## src/rtl/regfile_ctx.sv

```systemverilog
// Register file with shadow bank and serial context save/restore engine.
// Latency: reads combinational, writes visible next cycle; save/restore busy NREGS (NREGS-1 with ZERO_REG) cycles.
// Backpressure: while busy, writes and new save/restore requests are dropped; the control unit must stall on busy.
//
// Ports:
//   clk, reset (async active-low)       clock / reset
//   we3, wa3, wd3                       write port (IDLE only)
//   ra1/rd1, ra2/rd2                    combinational read ports
//   save, restore                       context copy requests (save wins on a tie)
//   busy, done                          operation in progress / one-cycle completion pulse
// Optional build macro: REGFILE_CTX_BYPASS_EN enables write-through forwarding onto rd1/rd2.
// NREGS must equal 2**AW.

module regfile_ctx #(
    parameter int WIDTH    = 16,
    parameter int NREGS    = 16,
    parameter int AW       = 4,
    parameter int ZERO_REG = 1
) (
    input  logic             clk,
    input  logic             reset,
    input  logic             we3,
    input  logic [AW-1:0]    wa3,
    input  logic [WIDTH-1:0] wd3,
    input  logic [AW-1:0]    ra1,
    input  logic [AW-1:0]    ra2,
    output logic [WIDTH-1:0] rd1,
    output logic [WIDTH-1:0] rd2,
    input  logic             save,
    input  logic             restore,
    output logic             busy,
    output logic             done
);

    typedef enum logic [1:0] {
        IDLE    = 2'd0,
        SAVE    = 2'd1,
        RESTORE = 2'd2
    } state_t;

    // r0 is hardwired when ZERO_REG, so the copy loop starts at 1
    localparam logic [AW-1:0] FIRST_IDX = (ZERO_REG != 0) ? AW'(1) : AW'(0);
    localparam logic [AW-1:0] LAST_IDX  = AW'(NREGS - 1);

    logic [WIDTH-1:0] main_q   [NREGS];
    logic [WIDTH-1:0] shadow_q [NREGS];

    state_t        state, state_nxt;
    logic [AW-1:0] idx;
    logic          done_q;
    logic          idx_last;
    logic          start_op;
    logic          wr_ok;

    assign busy     = (state != IDLE);
    assign done     = done_q;
    assign idx_last = (idx == LAST_IDX);
    assign start_op = (state == IDLE) && (save || restore);
    assign wr_ok    = (state == IDLE) && we3 && ((ZERO_REG == 0) || (wa3 != '0));

    // FSM state register
    always_ff @(posedge clk or negedge reset) begin
        if (!reset) begin
            state <= IDLE;
        end else begin
            state <= state_nxt;
        end
    end

    // FSM next state
    always_comb begin
        state_nxt = state;
        case (state)
            IDLE: begin
                if (save) begin
                    state_nxt = SAVE;
                end else if (restore) begin
                    state_nxt = RESTORE;
                end
            end
            SAVE, RESTORE: begin
                if (idx_last) begin
                    state_nxt = IDLE;
                end
            end
            default: state_nxt = IDLE;
        endcase
    end

    // Copy index: loaded on acceptance, advanced once per transfer edge.
    // Holds at LAST_IDX rather than wrapping on the final copy.
    always_ff @(posedge clk or negedge reset) begin
        if (!reset) begin
            idx <= '0;
        end else if (start_op) begin
            idx <= FIRST_IDX;
        end else if (busy && !idx_last) begin
            idx <= idx + AW'(1);
        end
    end

    // done pulses in the first cycle back in IDLE
    always_ff @(posedge clk or negedge reset) begin
        if (!reset) begin
            done_q <= 1'b0;
        end else begin
            done_q <= busy && idx_last;
        end
    end

    // Main bank: restore copies take the write port; architectural writes only in IDLE
    always_ff @(posedge clk or negedge reset) begin
        if (!reset) begin
            for (int i = 0; i < NREGS; i++) begin
                main_q[i] <= '0;
            end
        end else if (state == RESTORE) begin
            main_q[idx] <= shadow_q[idx];
        end else if (wr_ok) begin
            main_q[wa3] <= wd3;
        end
    end

    // Shadow bank: only reachable through the save engine
    always_ff @(posedge clk or negedge reset) begin
        if (!reset) begin
            for (int i = 0; i < NREGS; i++) begin
                shadow_q[i] <= '0;
            end
        end else if (state == SAVE) begin
            shadow_q[idx] <= main_q[idx];
        end
    end

    // Read ports
    always_comb begin
        rd1 = main_q[ra1];
        rd2 = main_q[ra2];
`ifdef REGFILE_CTX_BYPASS_EN
        // wr_ok already excludes the hardwired r0 and non-IDLE cycles
        if (wr_ok && (wa3 == ra1)) begin
            rd1 = wd3;
        end
        if (wr_ok && (wa3 == ra2)) begin
            rd2 = wd3;
        end
`endif
        if ((ZERO_REG != 0) && (ra1 == '0)) begin
            rd1 = '0;
        end
        if ((ZERO_REG != 0) && (ra2 == '0)) begin
            rd2 = '0;
        end
    end

endmodule

```

## config.mk

```make
export PLATFORM = sky130hd
export DESIGN_NAME = regfile_ctx
export DESIGN_NICKNAME = d
export VERILOG_FILES = /design/src/rtl/regfile_ctx.sv
export SDC_FILE = /design/constraint.sdc
export NUM_CORES = 1
export LEC_CHECK = 0
export ABC_CLOCK_PERIOD_IN_PS = 5000
export CAP_MARGIN = 40
export CORE_MARGIN = 4
export CORE_UTILIZATION = 40
export DETAILED_ROUTE_END_ITERATION = 8
export MAX_ROUTING_LAYER = met4
export SETUP_SLACK_MARGIN = 0.2
export SYNTH_ARGS = -nofsm -noshare
export SYNTH_HDL_FRONTEND = slang
export SYNTH_SLANG_ARGS = --single-unit
```

## constraint.sdc

```tcl
create_clock -name clk -period 5 [get_ports clk]
set_input_delay 1.5 -clock clk [delete_from_list [all_inputs] [get_ports clk]]
set_output_delay 1.5 -clock clk [all_outputs]
set_load 0.05 [all_outputs]
```

==> results of run 1 <==
[layout make-up]
cell class                      instances  area, um^2  area share (%)
Sequential cell                       519       13000            39.4
Multi-Input combinational cell       1444       14500            43.9
Clock inverter                         19         238           0.720
Clock buffer                           87        1760            5.34
Timing Repair Buffer                  197        2210            6.69
Inverter                               37         139           0.421
Tap cell                              940        1180            3.56
[synthesized netlist by cell type (15+ instances only)]
cell type	instances
sky130_fd_sc_hd__dfrtp_1	519
sky130_fd_sc_hd__mux2_2	255
sky130_fd_sc_hd__mux4_2	224
sky130_fd_sc_hd__a221o_1	191
sky130_fd_sc_hd__nor2_1	189
sky130_fd_sc_hd__nand2_1	113
sky130_fd_sc_hd__clkbuf_1	90
sky130_fd_sc_hd__o21ai_0	85
sky130_fd_sc_hd__buf_2	76
sky130_fd_sc_hd__nor2b_1	45
sky130_fd_sc_hd__inv_1	37
sky130_fd_sc_hd__mux2i_1	35
sky130_fd_sc_hd__a21oi_1	34
sky130_fd_sc_hd__a21o_1	33
sky130_fd_sc_hd__a22o_1	33
sky130_fd_sc_hd__o221ai_1	32
sky130_fd_sc_hd__o22ai_1	30
sky130_fd_sc_hd__nand2b_1	20
sky130_fd_sc_hd__nor3_1	16
sky130_fd_sc_hd__nand3_1	15
sky130_fd_sc_hd__nor3b_1	15
[power by group through the flow]
stage | sequential [mW] | clock [mW] | combinational (mW)
floorplan | 6.17 | 0 | 4.91
global placement | 6.82 | 0 | 6.51
detailed placement | 6.90 | 0 | 6.67
CTS | 6.83 | 4.51 | 6.71
global route | 7.02 | 4.70 | 7.15
finish | 6.90 | 4.46 | 6.73
[worst min path at each step]
stage | startpoint | endpoint | cells past startpoint
final | shadow_q[42]$_DFFE_PN0P_ | shadow_q[42]$_DFFE_PN0P_ | 2
after global routing | shadow_q[56]$_DFFE_PN0P_ | shadow_q[56]$_DFFE_PN0P_ | 2
after CTS | shadow_q[42]$_DFFE_PN0P_ | shadow_q[42]$_DFFE_PN0P_ | 2
after detailed placement | shadow_q[42]$_DFFE_PN0P_ | shadow_q[42]$_DFFE_PN0P_ | 2
after global placement | shadow_q[54]$_DFFE_PN0P_ | shadow_q[54]$_DFFE_PN0P_ | 2
after floorplan | shadow_q[16]$_DFFE_PN0P_ | shadow_q[16]$_DFFE_PN0P_ | 2
[flip-flops by register name, summed over array words and instances, names as in the netlist]
signal,count
main_q,256
done,1
state,2
idx,4
shadow_q,256
[cells by family after synthesis]
kind of cell | share of synthesized area (%)
flops | 45.7
mux | 29.1
compound gates | 13.1
simple gates | 7.89
buf+inv | 3.95
fa+ha+maj | 0.308
[metal layers]
layer | GRT usage (%) | wire length (um)
met1 | 35.8 | 39400
met3 | 6.50 | 9940
met2 | 38.7 | 43600
met4 | 10.0 | 4080
met5 | - | 0
[critical path: stages]
cell,delay (ns)
sky130_fd_sc_hd__buf_6,0.25
sky130_fd_sc_hd__buf_16,0.23
sky130_fd_sc_hd__mux4_2,0.52
sky130_fd_sc_hd__o22ai_1,0.30
sky130_fd_sc_hd__buf_4,0.19
sky130_fd_sc_hd__nor3_2,0.04
sky130_fd_sc_hd__buf_4,0.21
[through the flow]
| stage | instances | setup TNS [ns] | setup WS [ns] | instance area, um^2 |
|---|---|---|---|---|
| 2_1_floorplan | 2200 | 0 | 0.0875 | 28600 |
| 6_report | 3243 | 0 | 0.220 | 33000 |
| 5_1_grt | 3243 | 0 | 0.197 | 33000 |
| 4_1_cts | 3242 | 0 | 0.190 | 33000 |
| 3_5_place_dp | 3136 | -0.0845 | -0.0500 | 30900 |
| 3_3_place_gp | 3129 | -0.205 | -0.113 | 30800 |
[layout by cell type (no fill, tap or decap), types with 44 or more instances in the layout]
master | Yosys | final
sky130_fd_sc_hd__a221o_1 | 191 | 191
sky130_fd_sc_hd__buf_12 | 0 | 44
sky130_fd_sc_hd__buf_4 | 9 | 110
sky130_fd_sc_hd__clkbuf_16 | 0 | 60
sky130_fd_sc_hd__dfrtp_1 | 519 | 517
sky130_fd_sc_hd__mux2_2 | 255 | 255
sky130_fd_sc_hd__mux4_2 | 224 | 224
sky130_fd_sc_hd__nand2_1 | 113 | 113
sky130_fd_sc_hd__nor2_1 | 189 | 187
sky130_fd_sc_hd__nor2b_1 | 45 | 45
sky130_fd_sc_hd__o21ai_0 | 85 | 82
[what timing repair did]
action / 4_1_cts / 5_1_grt
pin swaps: 1 / 0
resized for setup: 12 / 7
gates cloned: 0 / 1
endpoints found under the hold margin: 0 / 0
setup endpoints to repair: 20 / 6
==> results.md, run 1 <==
- Combinational share of power: 37.2%
- Weighted congestion at the end of routability-driven global placement: 0.930
- Worst Max-Slew Pin Slew: between 0.9 and 1 ns
- Switching part of the total power: 36.7%
- Synthesized Nets: between 2000 and 2500
- Number of distinct standard cells referenced by the synthesized netlist: 54
- CP startpoint: ra2[1]
- Final-layout fill cell count: 6141
- CTS Root Buffer Type: sky130_fd_sc_hd__clkbuf_16
- Total of hold buffers inserted after clock tree synthesis: 0
- Synth-to-layout area growth: 16.0%
- Capturing point of the worst reg2reg path: main_q[185]$_DFFE_PN0P_
- GRT Util Overall: 26.4%
- Number of placement rows: 97
- Startpoint of the lowest-slack register-to-register path: idx[1]$_DFFE_PN0P_
- Final period utilization: 95.6%
- Clock-pin slew of the registers on the worst-case setup and hold paths: 0.06 ns
- DRT iter0 DRCs: approximately 2300
- Number of clock buffers inserted by TritonCTS: 57
- Minimum period implied by the final worst setup slack: 4.78 ns
- Total power density per cell area: 548 mW/mm^2
- Initial core utilization: 40.5%
- Core Region: 0.0703 mm^2
- Number of antenna violations at the first check in global routing: 0
- Final max-slew violation count: 0
- Leading cell types by total area after synthesis: sky130_fd_sc_hd__dfrtp_1 (46%), sky130_fd_sc_hd__mux4_2 (18%), sky130_fd_sc_hd__mux2_2 (10%), sky130_fd_sc_hd__a221o_1 (6.7%), sky130_fd_sc_hd__nor2_1 (2.5%)
- Worst hold margin: 0.478 ns
- Crit path DAT: 3.28 ns
- Power spent charging and discharging nets: roughly 6.6 mW
- EDFF count, synth: 0
- Maximum resistive drop on vdd: roughly 360 uV
- Path depth of the worst reg2reg path: 8
- Endpoint required time on the critical path: 3.50 ns
- Final ANT Viol Nets: 0
- Largest area contributor in the synthesized netlist: sky130_fd_sc_hd__dfrtp_1
- Element type at the critical path start: input port
- Relative contribution of sequential cells to total power: 38.1%
- Router iterations before antenna repair: 6
- Buffers added on ports: between 60 and 70
- Clock latency reported for the late side of the worst-skew pair: 0.63 ns
- Average wire length per cell after detail routing: 29.9 um
- Ratio of cells with drive above 1 in the final layout: 35.4%
- Final net count: 2296
- Share of total power in the clock network: 24.7%
- Seq/Total Area, Yosys: between 40% and 50%
- Number of maximum-capacitance constraint violations: 0
- Total of warnings raised by yosys: 0
- Critical path class: input port to output port
- Die Span Y: 275 um
- Flip-flop and latch count after synthesis: 519
- Overall die width: 275 um
- Status: finished clean
- Aggregate routed wire length: 97100 um
- Final Hold Violating Endpoints: 0
- Kind of end point of the critical path: output port
- Async S/R FF share, synth: 100%
- Capture point of the worst path: rd2[12]
- Diode count: 0
- Post-CTS Setup Repair Bufs: 0
- Largest net degree at the start of global routing: 105
- Post-Synthesis Mean Instance Area: 12.9 um^2
- Congestion Overflow GR: 0
- Leakage Power: 14.6 nW
- Die area: ~0.075 mm^2
- Global-route wire length before repair: 145000 um
- Setup Skew: approximately 0.022 ns
- Detailed-route vias per instance: 6.58
- Number of ports placed on the die boundary: 67
- Share of the synthesized area in the top cell type: 45.7%
- Top FF cell, synth: sky130_fd_sc_hd__dfrtp_1
- Residual DRC: 0
- Number of buffers between clock root and the deepest sink: 3
- Total number of H-tree levels: 2
- Number of endpoints failing setup at the final stage: 0
- Unrepaired setup endpoints after global routing: false
- TritonCTS clock tree: built
- Reg2reg setup slack: 1.94 ns
- Type of the worst min-delay path: flip-flop to flip-flop
- Maximum fanout along the worst path: 18
- Vias in the first global route: 21944
- Utilization of the core after routing: between 40% and 50%
- Via count: 21354
- Post-Synthesis Cells: 2200
- Syn Std Cell Area: 0.0284 mm^2
- Maximum operating frequency: 209 MHz
- Worst-case headroom to the max-slew limit: 38.7%
- Final HPWL from detailed placement: 65500 um
- Post-layout total power: between 15 and 20 mW
- Internal power summed over all cells: 11.5 mW
- Sinks on the clock net: about 520
Power figures use the tool's default switching activity.
==> inputs of run 2 (changes only) <==
==> constraint.sdc (replaced) <==
create_clock -name clk -period 5 [get_ports clk]
set_input_delay 0.75 -clock clk [delete_from_list [all_inputs] [get_ports clk]]
set_output_delay 0.75 -clock clk [all_outputs]
set_load 0.05 [all_outputs]
==> results.md, run 2 (synthesized netlist as in run 1, its figures left out) <==
- GRT Util Overall: 26.2% (-0.20 points)
- Clock-pin slew of the registers on the worst-case setup and hold paths: 0.06 ns (about the same)
- Post-CTS resize count: 0 (-12)
- # placed instances: 3088 (-1.5%)
- Router iterations before antenna repair: 9 (+3)
- Final ANT Viol Nets: 0 (unchanged)
- Synth-to-layout area growth: 13.1%
- Biggest regs: main_q x256, shadow_q x256, idx x4
- Utilization of the core after routing: 45.8% (-1.2 points)
- Type of the worst min-delay path: input port to asynchronous set/reset pin
- Post-layout total power: 17.7 mW (-2.4%)
- Number of buffers between clock root and the deepest sink: 3 (unchanged)
- Final net count: 2248 (-2.1%)
- Internal power summed over all cells: 11.1 mW (-3.3%)
- Reg2reg setup slack: 1.82 ns (-0.12 ns)
- Overall die width: 275 um (unchanged)
- Leakage Power: 14.2 nW (-2.5%)
- Minimum period implied by the final worst setup slack: 4.03 ns (-0.755 ns)
- CP startpoint: ra1[0]
- Final-layout fill cell count: 6199 (+0.94%)
- Count of buffering cells on the critical path with inverters included: 2 (-2)
- Worst-case headroom to the max-slew limit: 31.7% (-7.1 points)
- Aggregate routed wire length: 96500 um (-0.59%)
- Number of placement rows: 97 (unchanged)
- Multi-input logic area: 0.0144 mm^2 (-0.82%)
- Number of clock buffers inserted by TritonCTS: 57 (unchanged)
- Worst path setup slack after routing: 0.975 ns (+0.755 ns)
- Dominant delay contributor by cell family on the critical path: buffers and inverters
- Number of maximum-capacitance constraint violations: 0 (unchanged)
- Via count: 21182 (-0.81%)
- FF/Latch Area: 0.0130 mm^2 (unchanged)
- Maximum operating frequency: 248 MHz (+19%)
- Weighted congestion at the end of routability-driven global placement: 0.973 (+4.6%)
- Congestion Overflow GR: 0 (unchanged)
- Combinational share of power: 37.5% (+0.3 points)
- Post-detailed-placement cell area: 0.0303 mm^2 (-2.1%)
- Final period utilization: 80.5% (-15 points)
- TritonCTS clock tree: built
- Post-CTS Setup Repair Bufs: 0 (unchanged)
- Endpoint required time on the critical path: 4.25 ns (+0.75 ns)
- DRT iter0 DRCs: 2516 (+7.6%)
- Largest net degree at the start of global routing: 116 (+10%)
- Number of endpoints failing setup at the final stage: 0 (unchanged)
- Number of cells in the finished layout apart from fillers: 3193 (-1.5%)
- Buffers added on ports: 66 (unchanged)
- Share of total power in the clock network: 23.9% (-0.8 points)
- Maximum fanout along the worst path: 15 (-3)
- Total of hold buffers inserted after clock tree synthesis: 0 (unchanged)
- Final Hold Violating Endpoints: 0 (unchanged)
- Slowest-stage cell, CP: sky130_fd_sc_hd__clkdlybuf4s50_1
- Status: finished clean
- Unrepaired setup endpoints after global routing: false
- Clock latency reported for the late side of the worst-skew pair: 0.64 ns (about the same)
- Worst path cell trace: clkdlybuf4s50_1, nand2b_1, o21ai_0, a21oi_1, buf_12
- Leading cell type in the layout, fill and taps excluded: sky130_fd_sc_hd__dfrtp_1
- Worst Max-Slew Pin Slew: 1.02 ns (+0.106 ns)
- Setup TNS after final layout: 0 ns (unchanged)
- CTS Root Buffer Type: sky130_fd_sc_hd__clkbuf_16
- Element type at the critical path start: input port
- Number of ports placed on the die boundary: 67 (unchanged)
- Startpoint of the lowest-slack register-to-register path: state[0]$_DFFE_PN0P_
- Die area: 0.0754 mm^2 (unchanged)
- Switching part of the total power: 37.3% (+0.58 points)
- Top library cells by usage in the layout, fill and taps aside: sky130_fd_sc_hd__dfrtp_1 (517), sky130_fd_sc_hd__mux2_2 (255), sky130_fd_sc_hd__mux4_2 (224), sky130_fd_sc_hd__a221o_1 (191), sky130_fd_sc_hd__nor2_1 (187)
- Post-place setup slack: 1.06 ns (+1.11 ns)
- Average wire length per cell after detail routing: 30.2 um (+0.97%)
- Residual DRC: 0 (unchanged)
- Core Region: 0.0703 mm^2 (unchanged)
- Detailed-route vias per instance: 6.63 (+0.75%)
- Relative contribution of sequential cells to total power: 38.5% (+0.4 points)
- Crit path DAT: 3.28 ns (about the same)
- Kind of end point of the critical path: output port
- Maximum resistive drop on vdd: 309 uV (-13%)
- Critical path's largest stage delay: 0.89 ns (+0.37 ns)
- Number of antenna violations at the first check in global routing: 3 (+3)
- Sinks on the clock net: 519 (unchanged)
- Total power density per cell area: 549 mW/mm^2 (+0.11%)
- Area of all placed cells without fillers: 0.0322 mm^2 (-2.5%)
- Vias in the first global route: 21455 (-2.2%)
- Critical path class: input port to output port
- Worst hold margin: 0.181 ns (-0.298 ns)
- Total number of H-tree levels: 2 (unchanged)
- Die Span Y: 275 um (unchanged)
- Final max-slew violation count: 0 (unchanged)
- Global-route wire length before repair: 144000 um (-1.2%)
- Initial core utilization: 40.5% (unchanged)
- Ratio of cells with drive above 1 in the final layout: 32.9% (-2.5 points)
- Power spent charging and discharging nets: 6.58 mW (-0.85%)
- Final HPWL from detailed placement: 64000 um (-2.2%)
- Setup Skew: 0.0263 ns (+0.00387 ns)
==> run 2: area by class of cell <==
cell class,instances,area share (%)
Antenna cell,3,0.0233
Clock buffer,81,5.28
Clock inverter,20,0.513
Inverter,37,0.432
Multi-Input combinational cell,1444,44.7
Sequential cell,519,40.4
Tap cell,940,3.65
Timing Repair Buffer,149,5.07
==> run 2: power groups by stage <==
| stage | combinational (mW) | clock [mW] | sequential (mW) |
|---|---|---|---|
| 2_1_floorplan | 4.87 | 0 | 6.17 |
| 3_3_place_gp | 6.30 | 0 | 6.78 |
| 3_5_place_dp | 6.56 | 0 | 6.80 |
| 4_1_cts | 6.59 | 4.29 | 6.73 |
| 5_1_grt | 7.03 | 4.45 | 6.93 |
| 6_report | 6.63 | 4.23 | 6.80 |
==> run 2: path summary, 6_finish.rpt <==
path	cells after the start	endpoint
min reg2reg	2	shadow_q[35]$_DFFE_PN0P_
min	1	shadow_q[243]$_DFFE_PN0P_
max reg2reg	8	main_q[79]$_DFFE_PN0P_
max	5	rd1[14]
max in group asynchronous	2	main_q[7]$_DFFE_PN0P_
min in group clk	2	shadow_q[35]$_DFFE_PN0P_
==> run 2: metal layers <==
layer  up-vias  GRT usage (%)  share of wire [%]
li1       8569              -                  -
met1     11052           34.0                 39
met2      1283           39.4                 45
met3       278           7.18                 11
met4         0           10.2                4.8
met5         -              -                  0
==> inputs of run 3 (changes only) <==
--- a/config.mk
+++ b/config.mk
@@ -5,7 +5,7 @@
 export SDC_FILE = /design/constraint.sdc
 export NUM_CORES = 1
 export LEC_CHECK = 0
-export ABC_CLOCK_PERIOD_IN_PS = 5000
+export ABC_CLOCK_PERIOD_IN_PS = 3400
 export CAP_MARGIN = 40
 export CORE_MARGIN = 4
 export CORE_UTILIZATION = 40
==> constraint.sdc (replaced) <==
create_clock -name clk -period 3.4 [get_ports clk]
set_input_delay 0.51 -clock clk [delete_from_list [all_inputs] [get_ports clk]]
set_output_delay 0.51 -clock clk [all_outputs]
set_load 0.05 [all_outputs]
==> results.md, run 3 (synthesized netlist as in run 1, its figures left out) <==
- Biggest regs: main_q x256, shadow_q x256, idx x4
- Number of buffers between clock root and the deepest sink: 3 (unchanged)
- Unrepaired setup endpoints after global routing: false
- Kind of end point of the critical path: output port
- GRT Util Overall: 26.5% (+0.27 points)
- Router iterations before antenna repair: 8 (-1)
- Final Hold Violating Endpoints: 21 (+21)
- Post-layout total power: 26.6 mW (+51%)
- Top library cells by usage in the layout, fill and taps aside: sky130_fd_sc_hd__dfrtp_1 (517), sky130_fd_sc_hd__mux2_2 (255), sky130_fd_sc_hd__mux4_2 (224), sky130_fd_sc_hd__a221o_1 (191), sky130_fd_sc_hd__nor2_1 (189)
- Final max-slew violation count: 0 (unchanged)
- Initial core utilization: 40.5% (unchanged)
- Total power density per cell area: 811 mW/mm^2 (+48%)
- Final period utilization: 90.8%
- Reg2reg setup slack: 0.78 ns (-1.04 ns)
- Leakage Power: 14.6 nW (+2.3%)
- Core Region: 0.0703 mm^2 (unchanged)
- Number of clock buffers inserted by TritonCTS: 58 (+1.8%)
- Via count: 21275 (+0.44%)
- Startpoint of the lowest-slack register-to-register path: state[0]$_DFFE_PN0P_
- Clock latency reported for the late side of the worst-skew pair: 0.64 ns (about the same)
- Type of the worst min-delay path: input port to asynchronous set/reset pin
- Final ANT Viol Nets: 0 (unchanged)
- Final HPWL from detailed placement: 63700 um (-0.59%)
- Detailed-route vias per instance: 6.56 (-1.0%)
- Total number of H-tree levels: 2 (unchanged)
- Number of maximum-capacitance constraint violations: 0 (unchanged)
- Average wire length per cell after detail routing: 30.0 um (-0.81%)
- Aggregate routed wire length: 97200 um (+0.68%)
- Vias in the first global route: 21619 (+0.76%)
- Number of cells in the finished layout apart from fillers: 3241 (+1.5%)
- Number of antenna violations at the first check in global routing: 2 (-1)
- Worst hold margin: -0.0148 ns (-0.195 ns)
- Minimum period implied by the final worst setup slack: 3.09 ns
- Overall die width: 275 um (unchanged)
- Global-route wire length before repair: 145000 um (+1.2%)
- Number of endpoints failing setup at the final stage: 0 (unchanged)
- Synth-to-layout area growth: 15.4%
- Setup TNS after final layout: 0 ns (unchanged)
- Weighted congestion at the end of routability-driven global placement: 0.917 (-5.8%)
- Capturing point of the worst reg2reg path: main_q[186]$_DFFE_PN0P_
- Buffers added on ports: 66 (unchanged)
- Total of hold buffers inserted after clock tree synthesis: 0 (unchanged)
- Leading cell type in the layout, fill and taps excluded: sky130_fd_sc_hd__dfrtp_1
- Post-CTS Setup Repair Bufs: 0 (unchanged)
- Utilization of the core after routing: 46.7% (+0.93 points)
- Die Span Y: 275 um (unchanged)
- Sinks on the clock net: 519 (unchanged)
- Clock-pin slew of the registers on the worst-case setup and hold paths: 0.06 ns (about the same)
- CP startpoint: ra2[0]
- Final-layout fill cell count: 6110 (-1.4%)
- Worst-case headroom to the max-slew limit: 38.5% (+6.8 points)
- Path depth of the worst reg2reg path: 8 (unchanged)
- Element type at the critical path start: input port
- CTS Root Buffer Type: sky130_fd_sc_hd__clkbuf_16
- Ratio of cells with drive above 1 in the final layout: 33.9% (+0.92 points)
- Capture point of the worst path: rd2[8]
- Maximum operating frequency: 324 MHz
- Status: finished, violations left
- Violated checks: hold timing
- Setup Skew: 0.0459 ns (+0.0197 ns)
- Maximum fanout along the worst path: 14 (-1)
- Maximum resistive drop on vdd: 750 uV (+140%)
- Die area: 0.0754 mm^2 (unchanged)
- Crit path DAT: 2.58 ns (-0.70 ns)
- Critical path class: input port to output port
- TritonCTS clock tree: built
- Largest net degree at the start of global routing: 101 (-13%)
- Endpoint required time on the critical path: 2.89 ns (-1.36 ns)
- Post-CTS resize count: 0 (unchanged)
- Number of ports placed on the die boundary: 67 (unchanged)
- Final net count: 2289 (+1.8%)
- Number of placement rows: 97 (unchanged)
- Residual DRC: 0 (unchanged)
- Worst Max-Slew Pin Slew: 0.922 ns (-0.102 ns)
- Congestion Overflow GR: 0 (unchanged)
- DRT iter0 DRCs: 2440 (-3.0%)
- # placed instances: 3129 (+1.3%)
==> run 3: cell count changes in the layout (fill, tap and decap cells not counted), moves of 4 or more <==
cell and change:
sky130_fd_sc_hd__buf_8 -14, sky130_fd_sc_hd__buf_4 +28, sky130_fd_sc_hd__nor2b_1 +6, sky130_fd_sc_hd__nor2b_2 -6
sky130_fd_sc_hd__bufinv_16 +6, sky130_fd_sc_hd__buf_16 -4, sky130_fd_sc_hd__buf_12 +31
==> run 3: power by group <==
group          switching [mW]  leakage [nW]  internal (mW)
clock network            2.66          1.01           4.05
registers                1.83          7.03           7.97
logic                    5.16          6.53           4.96
==> run 3: how the worst min path moves through the flow <==
stage,start,depth (start not counted),to
floorplan,reset,0,done$_DFF_PN0_
global placement,shadow_q[53]$_DFFE_PN0P_,2,shadow_q[53]$_DFFE_PN0P_
detailed placement,shadow_q[12]$_DFFE_PN0P_,2,shadow_q[12]$_DFFE_PN0P_
CTS,reset,1,shadow_q[211]$_DFFE_PN0P_
global route,reset,1,shadow_q[211]$_DFFE_PN0P_
finish,reset,1,shadow_q[211]$_DFFE_PN0P_
==> run 3: stage by stage <==
| stage | setup slack, ns | area [um^2] |
|---|---|---|
| floorplan | 0.210 | 28500 |
| global placement | 0.365 | 30800 |
| detailed placement | 0.362 | 30800 |
| CTS | 0.353 | 32800 |
| global route | 0.272 | 32800 |
| finish | 0.314 | 32800 |
==> run 3: layout make-up <==
class | count | area [um^2] | share of cell area [%]
Antenna cell | 3 | 7.51 | 0.0229
Clock buffer | 81 | 1680 | 5.11
Clock inverter | 28 | 372 | 1.13
Inverter | 37 | 139 | 0.423
Multi-Input combinational cell | 1444 | 14300 | 43.7
Sequential cell | 519 | 13000 | 39.6
Tap cell | 940 | 1180 | 3.58
Timing Repair Buffer | 189 | 2130 | 6.49
==> run 3: critical path, stage by stage <==
cell	delay (ns)
sky130_fd_sc_hd__clkdlybuf4s50_1	0.67
sky130_fd_sc_hd__or2_2	0.50
sky130_fd_sc_hd__a221oi_1	0.12
sky130_fd_sc_hd__nor3_1	0.55
sky130_fd_sc_hd__buf_12	0.22
==> run 3: routing by layer <==
| layer | vias up | GRT usage, % | routed length, um |
|---|---|---|---|
| li1 | 8646 | - | - |
| met1 | 11018 | 36.4 | 39900 |
| met2 | 1305 | 38.7 | 42900 |
| met3 | 306 | 5.73 | 9910 |
| met4 | 0 | 10.3 | 4570 |
| met5 | - | - | 0 |
